===== config.mk =====
export PLATFORM = sky130hd
export DESIGN_NAME = wu_fetch_flat
export DESIGN_NICKNAME = d
export VERILOG_FILES = /design/src/rtl/wu_fetch_pkg.sv /design/src/rtl/wu_fetch_if.sv /design/src/rtl/wu_fetch.sv /design/src/flat_wrapper.sv
export SDC_FILE = /design/constraint.sdc
export NUM_CORES = 1
export LEC_CHECK = 0
export BUFFER_PORTS_ARGS = -buffer_cell sky130_fd_sc_hd__buf_2
export CAP_MARGIN = 20
export CORE_ASPECT_RATIO = 1.5
export CORE_MARGIN = 2
export CORE_UTILIZATION = 55
export CTS_CLUSTER_DIAMETER = 150
export CTS_CLUSTER_SIZE = 14
export DETAILED_ROUTE_END_ITERATION = 7
export PLACE_DENSITY = 0.89
export SLEW_MARGIN = 20
export SYNTH_ARGS = -nofsm -noshare
export SYNTH_HDL_FRONTEND = slang
export SYNTH_SLANG_ARGS = --single-unit
export TNS_END_PERCENT = 100

===== constraint.sdc =====
create_clock -name clk -period 3.7 [get_ports clk]
set_input_delay 0.185 -clock clk [delete_from_list [all_inputs] [get_ports clk]]
set_output_delay 0.185 -clock clk [all_outputs]
set_load 0.01 [all_outputs]

===== src/rtl/wu_fetch_pkg.sv =====
// rtl/wu_fetch_pkg.sv - widths, FSM encoding and address helper for the WU fetch engine
package wu_fetch_pkg;

  localparam int WU_ADDR_W      = 16;
  localparam int WU_FETCH_CNT_W = 16;
  localparam int MGR_ID_W       = 8;

  typedef enum logic {
    WUF_IDLE  = 1'b0,
    WUF_FETCH = 1'b1
  } wu_fetch_state_e;

  // Instruction addresses wrap silently at the top of memory.
  function automatic logic [WU_ADDR_W-1:0] wu_addr_next(input logic [WU_ADDR_W-1:0] addr);
    return addr + WU_ADDR_W'(1);
  endfunction

endpackage


===== src/rtl/wu_fetch_if.sv =====
// rtl/wu_fetch_if.sv - scheduler request/done and WU memory read signals of the fetch engine
interface wu_fetch_if;
  import wu_fetch_pkg::*;

  logic                      sch__wuf__valid;
  logic                      wuf__sch__ready;
  logic [WU_ADDR_W-1:0]      sch__wuf__addr;
  logic [WU_FETCH_CNT_W-1:0] sch__wuf__num_inst;
  logic                      wuf__sch__done;
  logic                      wuf__sch__busy;
  logic [WU_ADDR_W-1:0]      wuf__wum__addr;
  logic                      wuf__wum__read;
  logic                      wum__wuf__stall;

  // slave: the fetch engine; master: scheduler plus WU memory around it
  modport slave (
    input  sch__wuf__valid, sch__wuf__addr, sch__wuf__num_inst, wum__wuf__stall,
    output wuf__sch__ready, wuf__sch__done, wuf__sch__busy, wuf__wum__addr, wuf__wum__read
  );

  modport master (
    output sch__wuf__valid, sch__wuf__addr, sch__wuf__num_inst, wum__wuf__stall,
    input  wuf__sch__ready, wuf__sch__done, wuf__sch__busy, wuf__wum__addr, wuf__wum__read
  );

endinterface


===== src/rtl/wu_fetch.sv =====
// rtl/wu_fetch.sv - issues sequential WU memory reads for a scheduler fetch request
module wu_fetch
  import wu_fetch_pkg::*;
(
  input  logic                clk,
  input  logic                reset_poweron,
  input  logic [MGR_ID_W-1:0] sys__mgr__mgrId,
  wu_fetch_if.slave           bus
);

  wu_fetch_state_e           state_q, state_d;
  logic [WU_ADDR_W-1:0]      cur_addr_q, cur_addr_d;
  logic [WU_ADDR_W-1:0]      rd_addr_q, rd_addr_d;
  logic [WU_FETCH_CNT_W-1:0] remaining_q, remaining_d;
  logic                      read_q, read_d;
  logic                      done_q, done_d;

  // Manager ID is trace-only context and has no functional effect.
  logic unused_mgr_id;
  assign unused_mgr_id = ^sys__mgr__mgrId;

  always_ff @(posedge clk or negedge reset_poweron) begin
    if (!reset_poweron) begin
      state_q     <= WUF_IDLE;
      cur_addr_q  <= '0;
      rd_addr_q   <= '0;
      remaining_q <= '0;
      read_q      <= 1'b0;
      done_q      <= 1'b0;
    end else begin
      state_q     <= state_d;
      cur_addr_q  <= cur_addr_d;
      rd_addr_q   <= rd_addr_d;
      remaining_q <= remaining_d;
      read_q      <= read_d;
      done_q      <= done_d;
    end
  end

  always_comb begin
    state_d     = state_q;
    cur_addr_d  = cur_addr_q;
    rd_addr_d   = rd_addr_q;
    remaining_d = remaining_q;
    read_d      = 1'b0;
    done_d      = 1'b0;
    case (state_q)
      WUF_IDLE: begin
        if (bus.sch__wuf__valid) begin
          cur_addr_d  = bus.sch__wuf__addr;
          remaining_d = bus.sch__wuf__num_inst;
          // A zero-length request completes without ever leaving IDLE.
          if (bus.sch__wuf__num_inst == '0) begin
            done_d = 1'b1;
          end else begin
            state_d = WUF_FETCH;
          end
        end
      end
      WUF_FETCH: begin
        if (!bus.wum__wuf__stall) begin
          read_d      = 1'b1;
          rd_addr_d   = cur_addr_q;
          cur_addr_d  = wu_addr_next(cur_addr_q);
          remaining_d = remaining_q - WU_FETCH_CNT_W'(1);
          if (remaining_q == WU_FETCH_CNT_W'(1)) begin
            done_d  = 1'b1;
            state_d = WUF_IDLE;
          end
        end
      end
      default: state_d = WUF_IDLE;
    endcase
  end

  assign bus.wuf__sch__ready = (state_q == WUF_IDLE);
  assign bus.wuf__sch__busy  = (state_q == WUF_FETCH);
  assign bus.wuf__sch__done  = done_q;
  assign bus.wuf__wum__read  = read_q;
  assign bus.wuf__wum__addr  = rd_addr_q;

endmodule


===== src/flat_wrapper.sv =====
// flat-port wrapper written by rule: the top's interface ports become plain ports
module wu_fetch_flat import wu_fetch_pkg::*;
  (clk, reset_poweron, sys__mgr__mgrId, bus_sch__wuf__valid, bus_sch__wuf__addr, bus_sch__wuf__num_inst, bus_wum__wuf__stall, bus_wuf__sch__ready, bus_wuf__sch__done, bus_wuf__sch__busy, bus_wuf__wum__addr, bus_wuf__wum__read);
  wu_fetch_if bus_i ();
  input  logic clk;
  input  logic reset_poweron;
  input  logic [MGR_ID_W-1:0] sys__mgr__mgrId;
  input wire logic [$bits(bus_i.sch__wuf__valid)-1:0] bus_sch__wuf__valid;
  input wire logic [$bits(bus_i.sch__wuf__addr)-1:0] bus_sch__wuf__addr;
  input wire logic [$bits(bus_i.sch__wuf__num_inst)-1:0] bus_sch__wuf__num_inst;
  input wire logic [$bits(bus_i.wum__wuf__stall)-1:0] bus_wum__wuf__stall;
  output wire logic [$bits(bus_i.wuf__sch__ready)-1:0] bus_wuf__sch__ready;
  output wire logic [$bits(bus_i.wuf__sch__done)-1:0] bus_wuf__sch__done;
  output wire logic [$bits(bus_i.wuf__sch__busy)-1:0] bus_wuf__sch__busy;
  output wire logic [$bits(bus_i.wuf__wum__addr)-1:0] bus_wuf__wum__addr;
  output wire logic [$bits(bus_i.wuf__wum__read)-1:0] bus_wuf__wum__read;
  assign bus_i.sch__wuf__valid = bus_sch__wuf__valid;
  assign bus_i.sch__wuf__addr = bus_sch__wuf__addr;
  assign bus_i.sch__wuf__num_inst = bus_sch__wuf__num_inst;
  assign bus_i.wum__wuf__stall = bus_wum__wuf__stall;
  assign bus_wuf__sch__ready = bus_i.wuf__sch__ready;
  assign bus_wuf__sch__done = bus_i.wuf__sch__done;
  assign bus_wuf__sch__busy = bus_i.wuf__sch__busy;
  assign bus_wuf__wum__addr = bus_i.wuf__wum__addr;
  assign bus_wuf__wum__read = bus_i.wuf__wum__read;
  wu_fetch u_core (.clk(clk), .reset_poweron(reset_poweron), .sys__mgr__mgrId(sys__mgr__mgrId), .bus(bus_i));
endmodule

==> results of run 1 <==
synthesized netlist by cell type, drive strengths merged, types with 7 or more instances:
| master | instances | share of area (%) |
|---|---|---|
| xnor2 | 7 | 2.2 |
| nor4 | 9 | 3.0 |
| nor2b | 9 | 2.0 |
| mux2i | 8 | 2.8 |
| nand3 | 8 | 1.4 |
| nor3 | 19 | 3.8 |
| nor2 | 29 | 3.8 |
| dfrtp | 51 | 45 |
| clkbuf | 13 | 1.7 |
| inv | 8 | 1.1 |
| nand2 | 58 | 7.7 |
| a211oi | 12 | 3.2 |
| nand4 | 8 | 1.8 |
| a21oi | 14 | 2.5 |
metal layers:
metal | global-route usage (%) | wire length (um)
met5 | 0 | 0
met2 | 46.33 | 3743
met4 | 12.96 | 243
met3 | 3.190 | 337
met1 | 29.72 | 2613
layout make-up:
cell class              count  area, um^2
fillers                   437        1788
clock buffers               6       82.58
flip-flops and latches     51        1276
inverters                   9       33.78
clock inverters             2       16.27
multi-input cells         239        1448
well taps                  68       85.08
repair buffers             60       315.3
worst min-delay path, delay by kind of cell:
| family | cells | cell delay (ps) |
|---|---|---|
| buffers and inverters | 1 | 90 |
| AO/OA/AOI/OAI | 1 | 50 |
| AND/OR/NAND/NOR | 1 | 60 |
registers in the layout, indices dropped and copies added, names as in the netlist:
signal and count:
u_core.bus.wuf__wum__addr 16, u_core.cur_addr_q 16, u_core.remaining_q 16, u_core.bus.wuf__sch__busy 1
u_core.bus.wuf__sch__done 1, u_core.bus.wuf__wum__read 1
where the power goes:
group          total [mW]  internal [mW]  leakage (nW)  switching, mW
combinational       0.532          0.246         0.825          0.286
clock               0.346          0.153        0.0474          0.193
sequential          0.923          0.727         0.612          0.196
total                1.80           1.13          1.48          0.675
cells by family (layout without fill, tap and decap cells):
kind of cell	after synthesis	after routing	synth area share, %
and+or+nand+nor	159	159	28.68
adders and majority gates	3	3	1.326
DFF	51	51	45.07
xor gates and xnor gates	11	11	3.402
AOI/OAI and AO/OA	57	57	14.49
buffers and inverters	26	77	3.800
muxes	9	9	3.226
final timing paths:
check	start	endpoint	slack, ps	cells past startpoint
worst max-delay path	u_core.bus.wuf__sch__busy$_DFF_PN0_	u_core.remaining_q[14]$_DFFE_PN0P_	1590	4
worst min-delay path	bus_sch__wuf__num_inst[4]	u_core.remaining_q[4]$_DFFE_PN0P_	100	3
worst max register to register	u_core.bus.wuf__sch__busy$_DFF_PN0_	u_core.remaining_q[14]$_DFFE_PN0P_	1590	4
worst min register to register	u_core.bus.wuf__wum__addr[7]$_DFFE_PN0P_	u_core.bus.wuf__wum__addr[7]$_DFFE_PN0P_	480	2
max in group asynchronous	reset_poweron	u_core.cur_addr_q[2]$_DFFE_PN0P_	2740	3
min in group asynchronous	reset_poweron	u_core.cur_addr_q[4]$_DFFE_PN0P_	510	3
placed cells by master (no fill, tap or decap), drive strengths merged, types with 3 or more instances in the layout:
master / count
a211oi: 12
a21oi: 14
a311oi: 3
buf: 59
clkbuf: 6
dfrtp: 51
ha: 3
inv: 8
mux2i: 8
nand2: 58
nand2b: 5
nand3: 8
nand4: 8
nor2: 29
nor2b: 9
nor3: 19
nor4: 9
o21ai: 6
o22ai: 3
xnor2: 7
xor2: 4
stage by stage:
stage	setup WS, ps	hold slack [ps]	instance area [um^2]	power [mW]	util [%]
finish	1588	102.2	3257	1.801	64.56
global route	1493	107.6	3257	1.918	64.56
CTS	1625	100.1	3257	1.799	64.56
detailed placement	1426	332.1	3148	1.453	62.40
global placement	1468	331.6	3148	1.418	62.40
floorplan	2081	-110.6	2831	1.261	-
==> impl_metrics.env, run 1 <==
export IMPL_outcome="finished clean"
export IMPL_timing_hold_violations_final=0
export IMPL_syn_inst=316
export IMPL_avgSynthCellArea_um2=8.960
export IMPL_synth_nets=363
export IMPL_ir_worst_vdd_uv=216.2
export IMPL_boundaryPins=64
export IMPL_crit_family="simple AND/OR/NAND/NOR gates"
export IMPL_clk_latency_ps=310
export IMPL_synth_edf_count=0
export IMPL_worst_ep_required_time_ps=3910
export IMPL_cts_resized=0
export IMPL_cp_max_fo=42
export IMPL_finalCritPeriodShare_pct=57.08
export IMPL_rsz0062_at_grt="false"
export IMPL_end_kind="register"
export IMPL_p_per_area_mw_per_mm2=552.9
export IMPL_drc=0
export IMPL_clock_skew_ps=11.52
export IMPL_hold_class="in -> reg"
export IMPL_worstPathCellList="buf_4, nor2b_1, mux2i_1, a221oi_1"
export IMPL_fmax_ghz=0.4735
export IMPL_hpwl_mm=4.826
export IMPL_gp_congestion=0.8337
export IMPL_h_tree_depth=2
export IMPL_drt_iter0_markers=237
export IMPL_cts_sinks=51
export IMPL_start_util_pct=56.13
export IMPL_synthArstFlopShare_pct=100.0
export IMPL_firstDrtPassIters=4
export IMPL_cts_hold_buf=1
export IMPL_slowest_stage="nor2b_1"
export IMPL_ctsLongestPathBuffers=2
export IMPL_cts_root_buffer="clkbuf_8"
export IMPL_critPathLaunchType="register"
export IMPL_post_cts_setup_buffers=0
export IMPL_first_global_vias=2609
export IMPL_overflow=0
export IMPL_finalSetupTns_ps=0
export IMPL_avgViaCountPerCell=6.025
export IMPL_placed_cells=426
export IMPL_vias=2621
export IMPL_worst_slew_pin_slew_ps=1025
export IMPL_antenna_found_initial=0
export IMPL_maxSlewViolCount=0
export IMPL_ys_ff_latch=51
export IMPL_grt_usage_pct=25.72
export IMPL_setup_viol=0
export IMPL_yosysWarnings=0
export IMPL_dieArea_mm2=0.005750
export IMPL_synth_top_flop_cell="dfrtp_1"
export IMPL_nNetsFinal=413
export IMPL_power_leakage_nw=1.485
export IMPL_die_x_um=62.59
export IMPL_wire_per_inst_um=15.95
export IMPL_drive_gt1_share_pct=21.80
export IMPL_cap_violations=0
export IMPL_grt_max_degree=52
export IMPL_cts_tree="yes"
export IMPL_grt_pass1_wl_mm=11.79
export IMPL_clk_pin_slew_ps=100
export IMPL_cp_num_buf_inv=1
export IMPL_die_y_um=91.88
export IMPL_slew_headroom_pct=31.52
export IMPL_synth_distinct_cells=55
export IMPL_synth_cell_area_mm2=0.002831
export IMPL_coreArea_mm2=0.005045
export IMPL_crit_type="reg -> reg"
export IMPL_cts_made_buffers=5
export IMPL_period_needed_ps=2112
export IMPL_cp_arrival_ps=2330
export IMPL_areaGrowthSynthToFinish_pct=15.02
export IMPL_portBuffers=55
export IMPL_final_cells=435
export IMPL_rows=32
export IMPL_antenna_left=0
export IMPL_cpPeakStageDelay_ps=840
export IMPL_wl_mm=6.937
export IMPL_antennaDiodeCount=0
export IMPL_ys_seq_area_share_pct=45.07
(Power assumes the default switching activity.)
==> run 2, diff against run 1 <==
- ABC_AREA: not set -> 1
- PLACE_DENSITY: 0.89 -> 0.88
- clock period: 3.7 -> 2.2 ns (I/O delays scaled with it)
==> run 2 against run 1 <==
Net effect:
- flip-flop and latch count unchanged
- worst setup slack lost 990 ps
- clock power rose by 68%
- first-iteration DRC count rose by 24%
- critical path depth grew 2
- area after synthesis grew 5.8%
- worst hold slack worse by 47 ps
==> impl_metrics.env, run 2 <==
export IMPL_outcome="finished clean"
export IMPL_clk_latency_ps=310
export IMPL_grt_max_degree=35
export IMPL_slowest_stage="dfrtp_1"
export IMPL_synth_edf_count=0
export IMPL_firstDrtPassIters=5
export IMPL_crit_type="reg -> reg"
export IMPL_overflow=0
export IMPL_vias=3039
export IMPL_finish_utilization_pct=66.18
export IMPL_drive_gt1_share_pct=16.06
export IMPL_maxSlewViolCount=0
export IMPL_clock_skew_ps=15.64
export IMPL_worst_slew_pin_slew_ps=440.0
export IMPL_top_layer_used="met4"
export IMPL_die_y_um=94.39
export IMPL_cp_max_fo=24
export IMPL_nNetsFinal=544
export IMPL_wl_met2_mm=3.769
export IMPL_finalCritPeriodShare_pct=72.90
export IMPL_synth_most_common_cell="nand2_1"
export IMPL_cap_violations=0
export IMPL_cts_sinks=51
export IMPL_grt_usage_pct=25.57
export IMPL_cts_root_buffer="clkbuf_8"
export IMPL_cp_num_buf_inv=2
export IMPL_gp_congestion=0.9473
export IMPL_cts_tree="yes"
export IMPL_ctsLongestPathBuffers=2
export IMPL_synth_top_flop_cell="dfrtp_1"
export IMPL_cts_made_buffers=5
export IMPL_first_global_vias=2898
export IMPL_slew_headroom_pct=70.60
export IMPL_timing_hold_violations_final=0
export IMPL_setup_viol=0
export IMPL_dr_wl_met3_um=431
export IMPL_avgSynthCellArea_um2=6.777
export IMPL_boundaryPins=64
export IMPL_ys_ff_latch=51
export IMPL_syn_inst=442
export IMPL_antennaDiodeCount=0
export IMPL_finalSetupTns_ps=0
export IMPL_cpPeakStageDelay_ps=450
export IMPL_antenna_found_initial=0
export IMPL_die_x_um=64.26
export IMPL_p_per_area_mw_per_mm2=1074
export IMPL_coreArea_mm2=0.005205
export IMPL_hold_class="in -> reg"
export IMPL_yosysTopAreaCellShare_pct=42.61
export IMPL_critPathLaunchType="register"
export IMPL_period_needed_ps=1604
export IMPL_wl_mm=7.310
export IMPL_clk_pin_slew_ps=100
export IMPL_end_kind="register"
export IMPL_dieArea_mm2=0.006065
export IMPL_start_util_pct=57.55
export IMPL_rsz0062_at_grt="false"
export IMPL_synth_top_cells_by_count="nand2_1, nor2_1, dfrtp_1, inv_1, o21ai_0"
export IMPL_cts_resized=0
export IMPL_drc=0
export IMPL_power_leakage_nw=1.881
export IMPL_grt_pass1_wl_mm=12.30
export IMPL_hpwl_mm=5.378
export IMPL_synth_cell_area_mm2=0.002995
export IMPL_h_tree_depth=2
export IMPL_portBuffers=55
export IMPL_worst_ep_required_time_ps=2440
export IMPL_mostFrequentLayoutCells="nand2_1, buf_2, nor2_1"
export IMPL_synth_distinct_cells=26
export IMPL_wire_per_inst_um=12.92
export IMPL_cp_arrival_ps=1840
export IMPL_worstPathCellList="inv_2, nand2_1, nand2_2, buf_4, o21ai_0, o22ai_1"
export IMPL_synth_area_top_cells="dfrtp_1, nand2_1, o21ai_0, nor2_1, nand3_1"
export IMPL_areaGrowthSynthToFinish_pct=15.00
export IMPL_crit_family="flip-flops"
export IMPL_drt_iter0_markers=295
export IMPL_fmax_ghz=0.6235
export IMPL_yosysWarnings=0
export IMPL_avgViaCountPerCell=5.369
export IMPL_wl_met1_mm=2.883
export IMPL_synth_nets=489
export IMPL_rows=32
export IMPL_synth_top_area_cell="dfrtp_1"
export IMPL_ys_seq_area_share_pct=42.61
export IMPL_synthArstFlopShare_pct=100.0
export IMPL_antenna_left=0
export IMPL_ir_worst_vdd_uv=536.6
export IMPL_final_common_cell="nand2_1"
## run 2: kinds of logic (layout without fill, tap and decap cells)
kind of cell	after synthesis	in the layout	share of synthesized area, %
buf+inv	62	118	8.187
xor+xnor	2	2	0.5849
simple gates	261	261	36.47
compound gates	63	63	10.90
flops	51	51	42.61
fa+ha+maj	3	3	1.253
## run 2: worst min-delay path, delay by kind of cell
kind,cells,cell delay (ps)
buffers and inverters,1,90
AO/OA/AOI/OAI,1,80
AND/OR/NAND/NOR,1,50
## run 2: cell type report
| type | count | area, um^2 |
|---|---|---|
| Clock inverter | 2 | 16.27 |
| Fill cell | 486 | 1760 |
| Sequential cell | 51 | 1276 |
| Clock buffer | 6 | 82.58 |
| Inverter | 48 | 180.2 |
| Multi-Input combinational cell | 329 | 1474 |
| Tap cell | 68 | 85.08 |
| Timing Repair Buffer | 62 | 330.3 |
## run 2: what timing repair did
item / CTS / global route
setup buffers: 0 / 0
hold buffers: 1 / 0
endpoints found under the hold margin: 17 / 0
endpoints found under the setup margin: 0 / 0
## run 2: final timing paths
check	from	end	slack (ps)	cells after the start
hold / removal	bus_sch__wuf__addr[1]	u_core.cur_addr_q[1]$_DFFE_PN0P_	60	3
min in group asynchronous	reset_poweron	u_core.bus.wuf__wum__addr[1]$_DFFE_PN0P_	260	2
setup reg to reg	u_core.bus.wuf__sch__busy$_DFF_PN0_	u_core.cur_addr_q[4]$_DFFE_PN0P_	600	6
setup / recovery	u_core.bus.wuf__sch__busy$_DFF_PN0_	u_core.cur_addr_q[4]$_DFFE_PN0P_	600	6
hold reg to reg	u_core.bus.wuf__wum__addr[8]$_DFFE_PN0P_	u_core.bus.wuf__wum__addr[8]$_DFFE_PN0P_	490	2
max in group asynchronous	reset_poweron	u_core.remaining_q[8]$_DFFE_PN0P_	1340	3
## run 2: where the power goes
part	internal [mW]	switching (mW)
logic	0.569	0.940
registers	1.28	0.332
clock network	0.257	0.322
total	2.10	1.59
## run 2: through the flow
step / setup slack, ps / hold slack [ps] / cells / cell area (um^2) / power (mW)
after global placement: 658.8 / 54.48 / 557 / 3336 / 3.037
after global routing: 390.1 / 62.89 / 566 / 3445 / 4.013
after floorplan: 897.8 / -185.6 / 442 / 2995 / 2.654
final: 596.1 / 55.60 / 566 / 3445 / 3.698
after detailed placement: 599.8 / 61.45 / 557 / 3336 / 3.106
after CTS: 596.6 / 57.28 / 566 / 3445 / 3.689
## run 2: metal layers
layer / vias up / GRT usage, %
met5: - / 0
met4: 0 / 13.30
met3: 21 / 3.218
met2: 121 / 47.48
met1: 1387 / 28.12
li1: 1510 / -
==> run 3, diff against run 2 <==
- ABC_AREA: 1 -> 0
- CORE_UTILIZATION: 55 -> 49
- PLACE_DENSITY: 0.88 -> 0.84
- clock period: 2.2 -> 1.4 ns (I/O delays scaled with it)
==> run 3 against run 2 <==
Net effect:
- the flow now finishes with violations (setup timing)
- worst hold slack got worse by 17 ps
- core utilization rose by 8.0 points
- critical path depth did not move
- worst setup slack got worse by 840 ps
- flip-flop and latch count did not move
- register-to-register slack got worse by 840 ps
- power rose by 61%
- critical path type unchanged
==> impl_metrics.env, run 3 (synthesis gave the netlist of run 1 again) <==
export IMPL_hpwl_mm=5.999
export IMPL_areaGrowthSynthToFinish_pct=45.03
export IMPL_setup_viol=14
export IMPL_die_y_um=97.10
export IMPL_rows=33
export IMPL_finalSetupTns_ps=-2221
export IMPL_maxSlewViolCount=0
export IMPL_vias=3079
export IMPL_antenna_found_initial=0
export IMPL_antennaDiodeCount=0
export IMPL_first_global_vias=3113
export IMPL_clk_pin_slew_ps=90
export IMPL_multi_input_area_mm2=0.001680
export IMPL_placed_cells=482
export IMPL_coreArea_mm2=0.005533
export IMPL_wl_mm=9.240
export IMPL_cpPeakStageDelay_ps=530
export IMPL_cap_violations=0
export IMPL_wire_per_inst_um=18.22
export IMPL_slowest_stage="or4_4"
export IMPL_ctsLongestPathBuffers=2
export IMPL_boundaryPins=64
export IMPL_ir_worst_vdd_uv=695.1
export IMPL_grt_util_met3_pct=5.214
export IMPL_finalCritPeriodShare_pct=117.5
export IMPL_violations="setup timing"
export IMPL_fmax_ghz=0.6079
export IMPL_finish_utilization_pct=74.22
export IMPL_grt_use_met1_pct=30.76
export IMPL_setup_slack_ps=-245.1
export IMPL_cts_made_buffers=5
export IMPL_met2_usage_pct=50.04
export IMPL_drt_iter0_markers=263
export IMPL_grt_pass1_wl_mm=14.28
export IMPL_portBuffers=55
export IMPL_clk_latency_ps=310
export IMPL_avgViaCountPerCell=6.073
export IMPL_seq_area_mm2=0.001279
export IMPL_cp_max_fo=6
export IMPL_grt_busiest_layer="met2"
export IMPL_clock_skew_ps=10.01
export IMPL_final_common_cell="buf_4"
export IMPL_cts_sinks=51
export IMPL_critPathLaunchType="register"
export IMPL_outcome="finished with violations"
export IMPL_mostFrequentLayoutCells="buf_4, nand2_1, buf_2"
export IMPL_hold_class="in -> reg"
export IMPL_final_cells=507
export IMPL_overflow=0
export IMPL_grt_max_degree=30
export IMPL_cts_root_buffer="clkbuf_8"
export IMPL_nNetsFinal=484
export IMPL_cp_arrival_ps=1840
export IMPL_grt_usage_pct=28.71
export IMPL_crit_type="reg -> reg"
export IMPL_slew_headroom_pct=65.70
export IMPL_nFillCells=386
export IMPL_dp_slack_ps=-258.9
export IMPL_period_needed_ps=1645
export IMPL_worstPathCellList="or4_4, buf_8, buf_6, nor2_4, a211o_1, nand3_2"
export IMPL_crit_family="simple AND/OR/NAND/NOR gates"
export IMPL_worst_ep_required_time_ps=1600
export IMPL_gp_congestion=0.9220
export IMPL_dieArea_mm2=0.006415
export IMPL_cts_tree="yes"
export IMPL_p_per_area_mw_per_mm2=1450
export IMPL_start_util_pct=51.18
export IMPL_worst_slew_pin_slew_ps=509.9
export IMPL_end_kind="register"
export IMPL_die_x_um=66.07
export IMPL_timing_hold_violations_final=0
export IMPL_firstDrtPassIters=5
export IMPL_rsz0062_at_grt="true"
export IMPL_h_tree_depth=2
export IMPL_antenna_left=0
export IMPL_drive_gt1_share_pct=42.11
export IMPL_drc=0
export IMPL_power_leakage_nw=1.892
export IMPL_cp_num_buf_inv=2
==> run 3: changes by cell type in the layout (fill, tap and decap cells not counted), moves of 8 or more <==
| cell | delta |
|---|---|
| nand2_1 | -91 |
| a211oi_1 | +11 |
| buf_4 | +56 |
| nand3_1 | -33 |
| inv_1 | -39 |
| o21ai_0 | -38 |
| nor2b_1 | +8 |
| nor2_1 | -27 |
| mux2i_1 | +8 |
| nor3_2 | +8 |
==> run 3: stage by stage <==
stage	cell area, um^2	hold WS, ps	total power, mW
CTS	3899	36.92	5.661
global route	4106	49.25	6.341
floorplan	2848	-225.6	3.353
detailed placement	3605	8.990	4.455
finish	4106	39.01	5.956
global placement	3605	13.05	4.338
==> run 3: metal layers <==
layer	vias up	wire length, um
met5	-	0
met4	0	562
li1	1369	-
met2	175	4848
met1	1473	3234
met3	62	594
==> run 3: worst register-to-register path: cells and delay by family, from the launching register on <==
| kind | cells | cell delay [ps] |
|---|---|---|
| buffers and inverters | 2 | 280 |
| DFF | 1 | 410 |
| and+or+nand+nor | 3 | 700 |
| AOI/OAI and AO/OA | 1 | 150 |
==> run 3: final timing paths <==
kind                                                               start                                       end  slack [ps]  cells past startpoint
worst max-delay path                   u_core.remaining_q[1]$_DFFE_PN0P_        u_core.remaining_q[13]$_DFFE_PN0P_        -250                      6
worst min-delay path                               bus_sch__wuf__addr[7]          u_core.cur_addr_q[7]$_DFFE_PN0P_          40                      3
worst max register to register         u_core.remaining_q[1]$_DFFE_PN0P_        u_core.remaining_q[13]$_DFFE_PN0P_        -250                      6
worst min register to register  u_core.bus.wuf__wum__addr[2]$_DFFE_PN0P_  u_core.bus.wuf__wum__addr[2]$_DFFE_PN0P_         480                      2
max in group asynchronous                                  reset_poweron         u_core.remaining_q[2]$_DFFE_PN0P_         690                      3
min in group asynchronous                                  reset_poweron          u_core.cur_addr_q[6]$_DFFE_PN0P_         210                      2
==> run 3: what timing repair did <==
action,in CTS,in global routing
setup buffers,6,9
resized for setup,26,30
gates cloned,0,1
hold endpoints to repair,17,0
endpoints found under the setup margin,19,40
hold buffers,4,0
pin swaps,8,22
==> run 3: cell type report <==
cell class / count / area share [%]
well taps: 70 / 2.133
repair inverters: 1 / 0.1219
multi-input cells: 239 / 40.92
flip-flops and latches: 51 / 31.14
clock inverters: 1 / 0.7313
inverters: 9 / 0.9750
clock buffers: 6 / 1.767
repair buffers: 130 / 22.21
==> run 3: power by group <==
part | total [mW] | switching [mW] | internal (mW)
registers | 2.29 | 0.364 | 1.92
logic | 2.67 | 1.32 | 1.35
clock network | 1.00 | 0.478 | 0.525
total | 5.96 | 2.16 | 3.79
